[config.mk]
export PLATFORM = sky130hd
export DESIGN_NAME = midi_uart_tx
export DESIGN_NICKNAME = d
export VERILOG_FILES = /design/src/rtl/midi_uart_pkg.sv /design/src/rtl/midi_baud_tick.sv /design/src/rtl/midi_uart_tx.sv
export SDC_FILE = /design/constraint.sdc
export NUM_CORES = 1
export LEC_CHECK = 0
export CORE_MARGIN = 3
export CORE_UTILIZATION = 40
export CTS_CLUSTER_SIZE = 24
export DETAILED_ROUTE_END_ITERATION = 10
export DONT_BUFFER_PORTS = 1
export PLACE_DENSITY_LB_ADDON = 0.12
export SLEW_MARGIN = 10
export SYNTH_ARGS = -nofsm -noshare
export SYNTH_HDL_FRONTEND = slang
export SYNTH_SLANG_ARGS = --single-unit
[constraint.sdc]
create_clock -name clk -period 3.4 [get_ports clk]
set_input_delay 0.68 -clock clk [delete_from_list [all_inputs] [get_ports clk]]
set_output_delay 0.68 -clock clk [all_outputs]
set_load 0.01 [all_outputs]
[src/rtl/midi_uart_pkg.sv]
// Shared constants for the MIDI UART transmitter and receiver: baud divider,
// frame geometry and the legacy 4-bit state encodings.
package midi_uart_pkg;

    localparam int MIDI_CLK_DIV  = 100;
    localparam int TICKS_PER_BIT = 16;
    localparam int DATA_BITS     = 8;

    localparam logic [3:0] IDLE  = 4'd0;
    localparam logic [3:0] START = 4'd1;
    localparam logic [3:0] DATA  = 4'd2;
    localparam logic [3:0] STOP  = 4'd3;

    localparam logic [3:0] LAST_TICK = 4'(TICKS_PER_BIT - 1);

endpackage

[src/rtl/midi_baud_tick.sv]
// Free-running divider producing a one-cycle 16x baud tick; the first tick
// is high during the CLK_DIV-th cycle after reset release.
module midi_baud_tick #(
    parameter int CLK_DIV = 100
) (
    input  logic clk,
    input  logic reset,
    output logic bclk
);

    localparam int CW = $clog2(CLK_DIV + 1);
    localparam logic [CW-1:0] WRAP = CW'(CLK_DIV - 1);

    logic [CW-1:0] cnt;

    always_ff @(posedge clk or posedge reset) begin
        if (reset)
            cnt <= '0;
        else if (cnt == WRAP)
            cnt <= '0;
        else
            cnt <= cnt + CW'(1);
    end

    assign bclk = (cnt == WRAP);

endmodule

[src/rtl/midi_uart_tx.sv]
// MIDI OUT transmitter: 8N1, LSB first, fed from a small FIFO so that queued
// bytes go out back-to-back. Drain interrupt with ack for the PicoBlaze.
module midi_uart_tx
    import midi_uart_pkg::*;
#(
    parameter int CLK_DIV = MIDI_CLK_DIV,
    parameter int FIFO_AW = 2
) (
    input  logic       clk,
    input  logic       reset,
    input  logic [7:0] din,
    input  logic       write,
    output logic       txd,
    output logic       busy,
    output logic       full,
    output logic       empty,
    output logic       overrun,
    output logic       interrupt,
    input  logic       interrupt_ack,
    output logic [3:0] CS
);

    localparam int DEPTH = 1 << FIFO_AW;

    logic               bclk;
    logic [7:0]         mem [DEPTH];
    logic [FIFO_AW-1:0] head, tail;
    logic [FIFO_AW:0]   count;
    logic               push, pop, last_tick, drain;
    logic [3:0]         state, tick;
    logic [2:0]         bit_idx;
    logic [7:0]         shift;

    midi_baud_tick #(.CLK_DIV(CLK_DIV)) u_tick (
        .clk   (clk),
        .reset (reset),
        .bclk  (bclk)
    );

    assign full      = (count == (FIFO_AW+1)'(DEPTH));
    assign empty     = (count == '0);
    assign push      = write & ~full;
    assign last_tick = bclk & (tick == LAST_TICK);
    // The FSM loads mem[head] under exactly these conditions.
    assign pop       = ~empty & bclk &
                       ((state == IDLE) | ((state == STOP) & (tick == LAST_TICK)));
    assign drain     = last_tick & (state == STOP) & empty;
    assign busy      = (state != IDLE) | ~empty;
    assign CS        = state;

    always_ff @(posedge clk or posedge reset) begin
        if (reset) begin
            head    <= '0;
            tail    <= '0;
            count   <= '0;
            overrun <= 1'b0;
        end else begin
            if (push) tail <= tail + FIFO_AW'(1);
            if (pop)  head <= head + FIFO_AW'(1);
            case ({push, pop})
                2'b10:   count <= count + (FIFO_AW+1)'(1);
                2'b01:   count <= count - (FIFO_AW+1)'(1);
                default: ;
            endcase
            if (write && full) overrun <= 1'b1;
        end
    end

    always_ff @(posedge clk) begin
        if (push) mem[tail] <= din;
    end

    always_ff @(posedge clk or posedge reset) begin
        if (reset) begin
            state   <= IDLE;
            tick    <= '0;
            bit_idx <= '0;
            shift   <= '0;
            txd     <= 1'b1;
        end else if (bclk) begin
            case (state)
                IDLE: begin
                    tick <= '0;
                    txd  <= 1'b1;
                    if (!empty) begin
                        shift <= mem[head];
                        state <= START;
                        txd   <= 1'b0;
                    end
                end
                START: begin
                    tick <= tick + 4'd1;
                    if (tick == LAST_TICK) begin
                        state   <= DATA;
                        txd     <= shift[0];
                        bit_idx <= '0;
                    end
                end
                DATA: begin
                    tick <= tick + 4'd1;
                    if (tick == LAST_TICK) begin
                        if (bit_idx == 3'(DATA_BITS - 1)) begin
                            state <= STOP;
                            txd   <= 1'b1;
                        end else begin
                            shift   <= shift >> 1;
                            txd     <= shift[1];
                            bit_idx <= bit_idx + 3'd1;
                        end
                    end
                end
                STOP: begin
                    tick <= tick + 4'd1;
                    if (tick == LAST_TICK) begin
                        if (!empty) begin
                            shift <= mem[head];
                            state <= START;
                            txd   <= 1'b0;
                        end else begin
                            state <= IDLE;
                        end
                    end
                end
                default: begin
                    state <= IDLE;
                    tick  <= '0;
                    txd   <= 1'b1;
                end
            endcase
        end
    end

    always_ff @(posedge clk or posedge reset) begin
        if (reset)
            interrupt <= 1'b0;
        else if (drain)
            interrupt <= 1'b1;
        else if (interrupt_ack)
            interrupt <= 1'b0;
    end

endmodule

== Yosys cells after proc, flatten, opt, wreduce, memory -nomap -nowiden ==
Memories as Yosys holds them, arrays and structs flattened.
Index checks and enable logic that the tools add are counted.
Cells by class
  add/sub/neg operators: 7
  eq/ne operators: 16
  bitwise logic cells: 11
  reduce and logical (&&, ||, !) cells: 13
  muxes and demuxes: 30
Operator list (count)
  two-way mux 8 bit: 4
  two-way mux 4 bit: 6
  case mux 8 bit (3 select lines): 1
  case mux 4 bit (4 select lines): 1
  AND reduction 5 bit: 3
  inequality test 2 bit, second input constant: 7
  case mux 3 bit (2 select lines): 2
  two-way mux 1 bit: 11
  two-way mux 3 bit: 3
  equality test 4 x 2 -> 1 bit, second input constant: 2
  adder 7 x 1 -> 7 bit, second input constant: 1
  bitwise AND 1 bit: 7
  equality test 7 bit, second input constant: 1
  two-way mux 7 bit: 1
  adder 3 x 1 -> 3 bit, second input constant: 2
  equality test 3 bit, second input constant: 2
  AND reduction 6 bit: 1
  nonzero test 2 bit: 3
  adder 2 x 1 -> 2 bit, second input constant: 2
  adder 4 x 1 -> 4 bit, second input constant: 1
  equality test 4 x 1 -> 1 bit, second input constant: 1
  equality test 4 bit, second input constant: 1
  logical NOT 4 bit: 1
  case mux 1 bit (4 select lines): 1
  10 further kinds: 12
Storage, ports and cells
  input bits: 12
  output and inout port bits: 10
  word-level logic and storage cells: 89
  register bits: 36
  RAM bits: 32
  memories: 1
Memory list
  mem: words 4, width 8, read ports 1, clocked after Yosys merged registers in 0, wr ports 1, line midi_uart_tx.sv:26  | logic [7:0] mem [DEPTH];

== Logic depth before layout (Yosys ltp) ==
  depth in word-level cells: 6
  mapped depth: 9

== Cells and area by module ==
A second synthesis with hierarchy kept.
Unflattened totals
  cells, all modules: 213
  area, all modules: 3037.9 um2
Modules (own cells, without submodules)
  midi_uart_tx: area an instance 2702.6 um2, cells an instance 183, times used 1
  midi_baud_tick: area an instance 335.3 um2, cells an instance 30, times used 1

== Worst setup path before layout ==
No wires, ideal clock.
  kind: register -> register
  start point: register u_tick.cnt[0]
  end point: register count[1]
  required time: 3275 ps
  library setup time: 125 ps
  slack: 1193 ps
  arrival: 2083 ps
  buffers on the path: 1
  stages on the path, launching flop included: 8
  cells stage by stage: dfrtp_1 > ha_1 > buf_2 > nand4_1 > nor3_1 > ha_1 > fa_1 > mux2_2
On the way
  longest elaborated chain between the ends: 5
Ends and longest elaborated chain
  from (decl): line midi_baud_tick.sv:14  | logic [CW-1:0] cnt;
  from (signal assigned): line midi_baud_tick.sv:22  | cnt <= cnt + CW'(1);
  equality test 7 bit *: line midi_baud_tick.sv:25  | assign bclk = (cnt == WRAP);
  bitwise AND 1 bit * (2 in a row): line midi_uart_tx.sv:45  | assign pop = ~empty & bclk &
  named net pop: line midi_uart_tx.sv:29  | logic push, pop, last_tick, drain;
  equality test 2 x 1 -> 1 bit / equality test 2 bit (equally long branches): line midi_uart_tx.sv:60  | case ({push, pop})
  case mux 3 bit (2 select lines) / nonzero test 2 bit (equally long branches)
  to (signal assigned): line midi_uart_tx.sv:61  | 2'b10: count <= count + (FIFO_AW+1)'(1);
  to (signal assigned): line midi_uart_tx.sv:62  | 2'b01: count <= count - (FIFO_AW+1)'(1);
  to (decl): line midi_uart_tx.sv:28  | logic [FIFO_AW:0] count;
The timed path passes the listed nets; every way through them passes the cells marked *.
A chain may end at the register's enable or synchronous reset.

== Worst setup path after layout ==
Ends and elaborated chain as after synthesis.

==> results.toml <==
[grt]
grt.total_usage_pct = 13.3
grt_max_degree = 35
antenna_found_initial = 0
grt_pass1_vias = 1777
grt_pass1_wl_um = 8840
grt_overflow = 0

[yosys]
synth_seq_cells = 66
ys_warn_count = 0
synth_top_cell_area_share_pct = 31.2
syn_area_um2 = 3080
synth_cells = 236
ys_async_sr_fraction_pct = 51.5
ys_seq_area_share_pct = 58.9
synth_area_leader_cell = "edfxtp_1"
avgSynthCellArea_um2 = 13.1
synthFlopType = "dfrtp_1"
synthMuxAreaShare_pct = 9.95
synth_simple_gate_area_share_pct = 10.5
synth-edff-count = 32
yosysUniqueCellTypes = 53
synth_top_family_by_area = "simple AND/OR/NAND/NOR gates"
synth_compound_area_share_pct = 7.64
ys_top_cells_by_area = "edfxtp_1, dfrtp_1, mux2i_1"
synthXorXnorAreaFrac_pct = 2.84
synth_fa_ha_area_share_pct = 6.34

[sta]
maxSlewHeadroom_pct = 39.1
tightest_slew_ps = 914
skew_ps = 4.20
drv_slew = 0
setup_viol = 0
timing.fmax_ghz = 0.390
whs_ps = 330
finalCriticalPeriod_ps = 2570
final_hold_viol_count = 0
finalSetupTns_ps = 0
rsz0062_at_grt = "false"
post-route-period-util_pct = 75.5

[cells_and_area]
drive_gt1_share_pct = 11.7
nFillCells = 685
multi_input_area_um2 = 1150
diodes = 0
stdcell_count = 346
area_growth_syn_to_layout_pct = 10.1
nets = 269
regArea_um2 = 1810

[clock_network]
h-tree-depth = 3
clkTransAtPathRegs_ps = 70
post_cts_resized = 0
numCtsBuffers = 9
cts_sinks = 66
cts_tree = "done"
cts_setup_buffers = 0
clk_path_buf_depth = 2
ctsHoldBuffers = 0
clock-root-buffer = "clkbuf_8"
clk_latency_ps = 330

[power_and_ir_drop]
intPower_mw = 1.46
ir_worst_vdd_mv = 0.400
powerDensity_nw_per_um2 = 582
total_power_mw = 1.97
switching_power_uw = 510
combPwrFrac_pct = 12.2
power_frac_seq_pct = 51.8
power_switching_share_pct = 25.8
p_leak_nw = 1.37
p_clk_share_pct = 36.0

[critical_path]
critPathLaunchType = "register"
crit_chain = "ha_1, nand4_1, nor3_1, ha_1, fa_1, mux2_2"
cp_data_required_time_ps = 3620
worstSetupPathType = "register to register"
slowest_delay_ps = 430
critPathSlowestCell = "nor3_1"
r2r_cells = 6
worst_ep_arrival_time_ps = 2790
critPathMaxFanout = 8
cp_common_cell = "ha_1"
critPathCaptureType = "register"

[floorplanning]
die_h_um = 93.8
num_io_pins = 22
num_rows = 31
die_w_um = 93.8
start_util_pct = 41.8
die_area_um2 = 8790
core_um2 = 7370

[drt]
avgViaCountPerCell = 4.88
ant_nets = 0
first_iter_violations = 67
post-route-drc-count = 0
drt-total-wl_um = 5290
wl_per_cell_um = 15.3
first_pass_iters = 4
vias = 1690

[placement]
io_buffers = 0
placed_cells = 330
gp_congestion = 0.748
dp_hpwl_um = 3650

[flow_run]
max_cap_violations = 0

[run_status]
status = "finished, final reports clean"

[min_path]
holdCritPathClass = "input port to asynchronous set/reset pin"
path summary, 6_finish.rpt:
kind | from | end | slack, ps
min | reset | u_tick.cnt[3]$_DFF_PP0_ | 330
max | u_tick.cnt[0]$_DFF_PP0_ | count[1]$_DFFE_PP0P_ | 830
max in group asynchronous | reset | txd$_DFFE_PP1P_ | 2740
min reg2reg | u_tick.cnt[0]$_DFF_PP0_ | u_tick.cnt[0]$_DFF_PP0_ | 490
min in group clk | din[5] | mem[3][5]$_DFFE_PP_ | 440
max reg2reg | u_tick.cnt[0]$_DFF_PP0_ | count[1]$_DFFE_PP0P_ | 830
kinds of logic (layout without fill, tap and decap cells):
| group | count (synthesis) | count (layout) |
|---|---|---|
| flops | 66 | 66 |
| xor+xnor | 10 | 10 |
| fa+ha+maj | 15 | 15 |
| buf+inv | 26 | 36 |
| compound gates | 37 | 37 |
| mux | 28 | 28 |
| other cells | 1 | 2 |
| simple gates | 53 | 53 |
state kept, by name (all words and copies together), names as in the netlist:
name / flops
count: 3
bit_idx: 3
interrupt: 1
u_tick.cnt: 7
txd: 1
overrun: 1
shift: 8
mem: 32
tail: 2
tick: 4
head: 2
CS: 2
worst max-delay path, delay by kind of cell, from the launching register on:
family | cells | cell delay, ps
DFF | 1 | 390
adders and majority gates | 3 | 1070
and+or+nand+nor | 2 | 740
muxes | 1 | 260
power groups by stage:
stage / logic [mW] / clock network [mW] / registers [mW]
floorplan: 0.193 / 0 / 1.02
global placement: 0.245 / 0 / 1.04
detailed placement: 0.249 / 0 / 1.04
CTS: 0.252 / 0.734 / 1.03
global route: 0.280 / 0.767 / 1.04
finish: 0.240 / 0.710 / 1.02
placed cells by master (no fill, tap or decap), types with 4 or more instances in the layout:
master / count
a21oi_1: 6
a22oi_1: 5
and2_1: 5
clkbuf_8: 9
dfrtp_1: 33
edfxtp_1: 32
ha_1: 14
inv_1: 17
mux2i_1: 22
nand2_1: 10
nand3_1: 5
nor2_1: 9
o21ai_0: 11
xnor2_1: 6
xor2_1: 4
layer usage:
layer	part of all wire, %	wire (um)	track usage [%]	vias up
met1	49	2600	17.9	809
met4	1.9	100	7.22	0
met3	2.6	137	3.04	8
met5	0	0	0	-
met2	46	2450	19.9	19
li1	-	-	-	854
cell type report:
| type | instances | area share, % |
|---|---|---|
| Inverter | 18 | 1.99 |
| Tap cell | 99 | 3.65 |
| Sequential cell | 66 | 53.5 |
| Clock inverter | 7 | 2.73 |
| Multi-Input combinational cell | 145 | 34.1 |
| Timing Repair Buffer | 2 | 0.443 |
| Clock buffer | 9 | 3.65 |
cells in the mapped netlist, drive strengths merged, types with 2 or more instances:
cell type / count
dfrtp: 33
edfxtp: 32
mux2i: 22
inv: 18
ha: 14
o21ai: 13
nand2: 10
nor2: 10
a21oi: 6
buf: 6
xnor2: 6
a22oi: 5
and2: 5
mux2: 5
nand3: 5
nor2b: 4
nor3: 4
xor2: 4
and3: 3
nand2b: 3
a211oi: 2
clkbuf: 2
nand4: 2
o31ai: 2
or3: 2
or4b: 2
per-stage QoR:
step	cell area [um^2]	utilization (%)	setup slack, ps
after floorplan	3080	-	1190
after global placement	3170	43.1	888
after detailed placement	3170	43.1	830
after CTS	3390	46.0	795
after global routing	3390	46.0	645
final	3390	46.0	833
No activity file was read; power rests on OpenSTA's default activity.
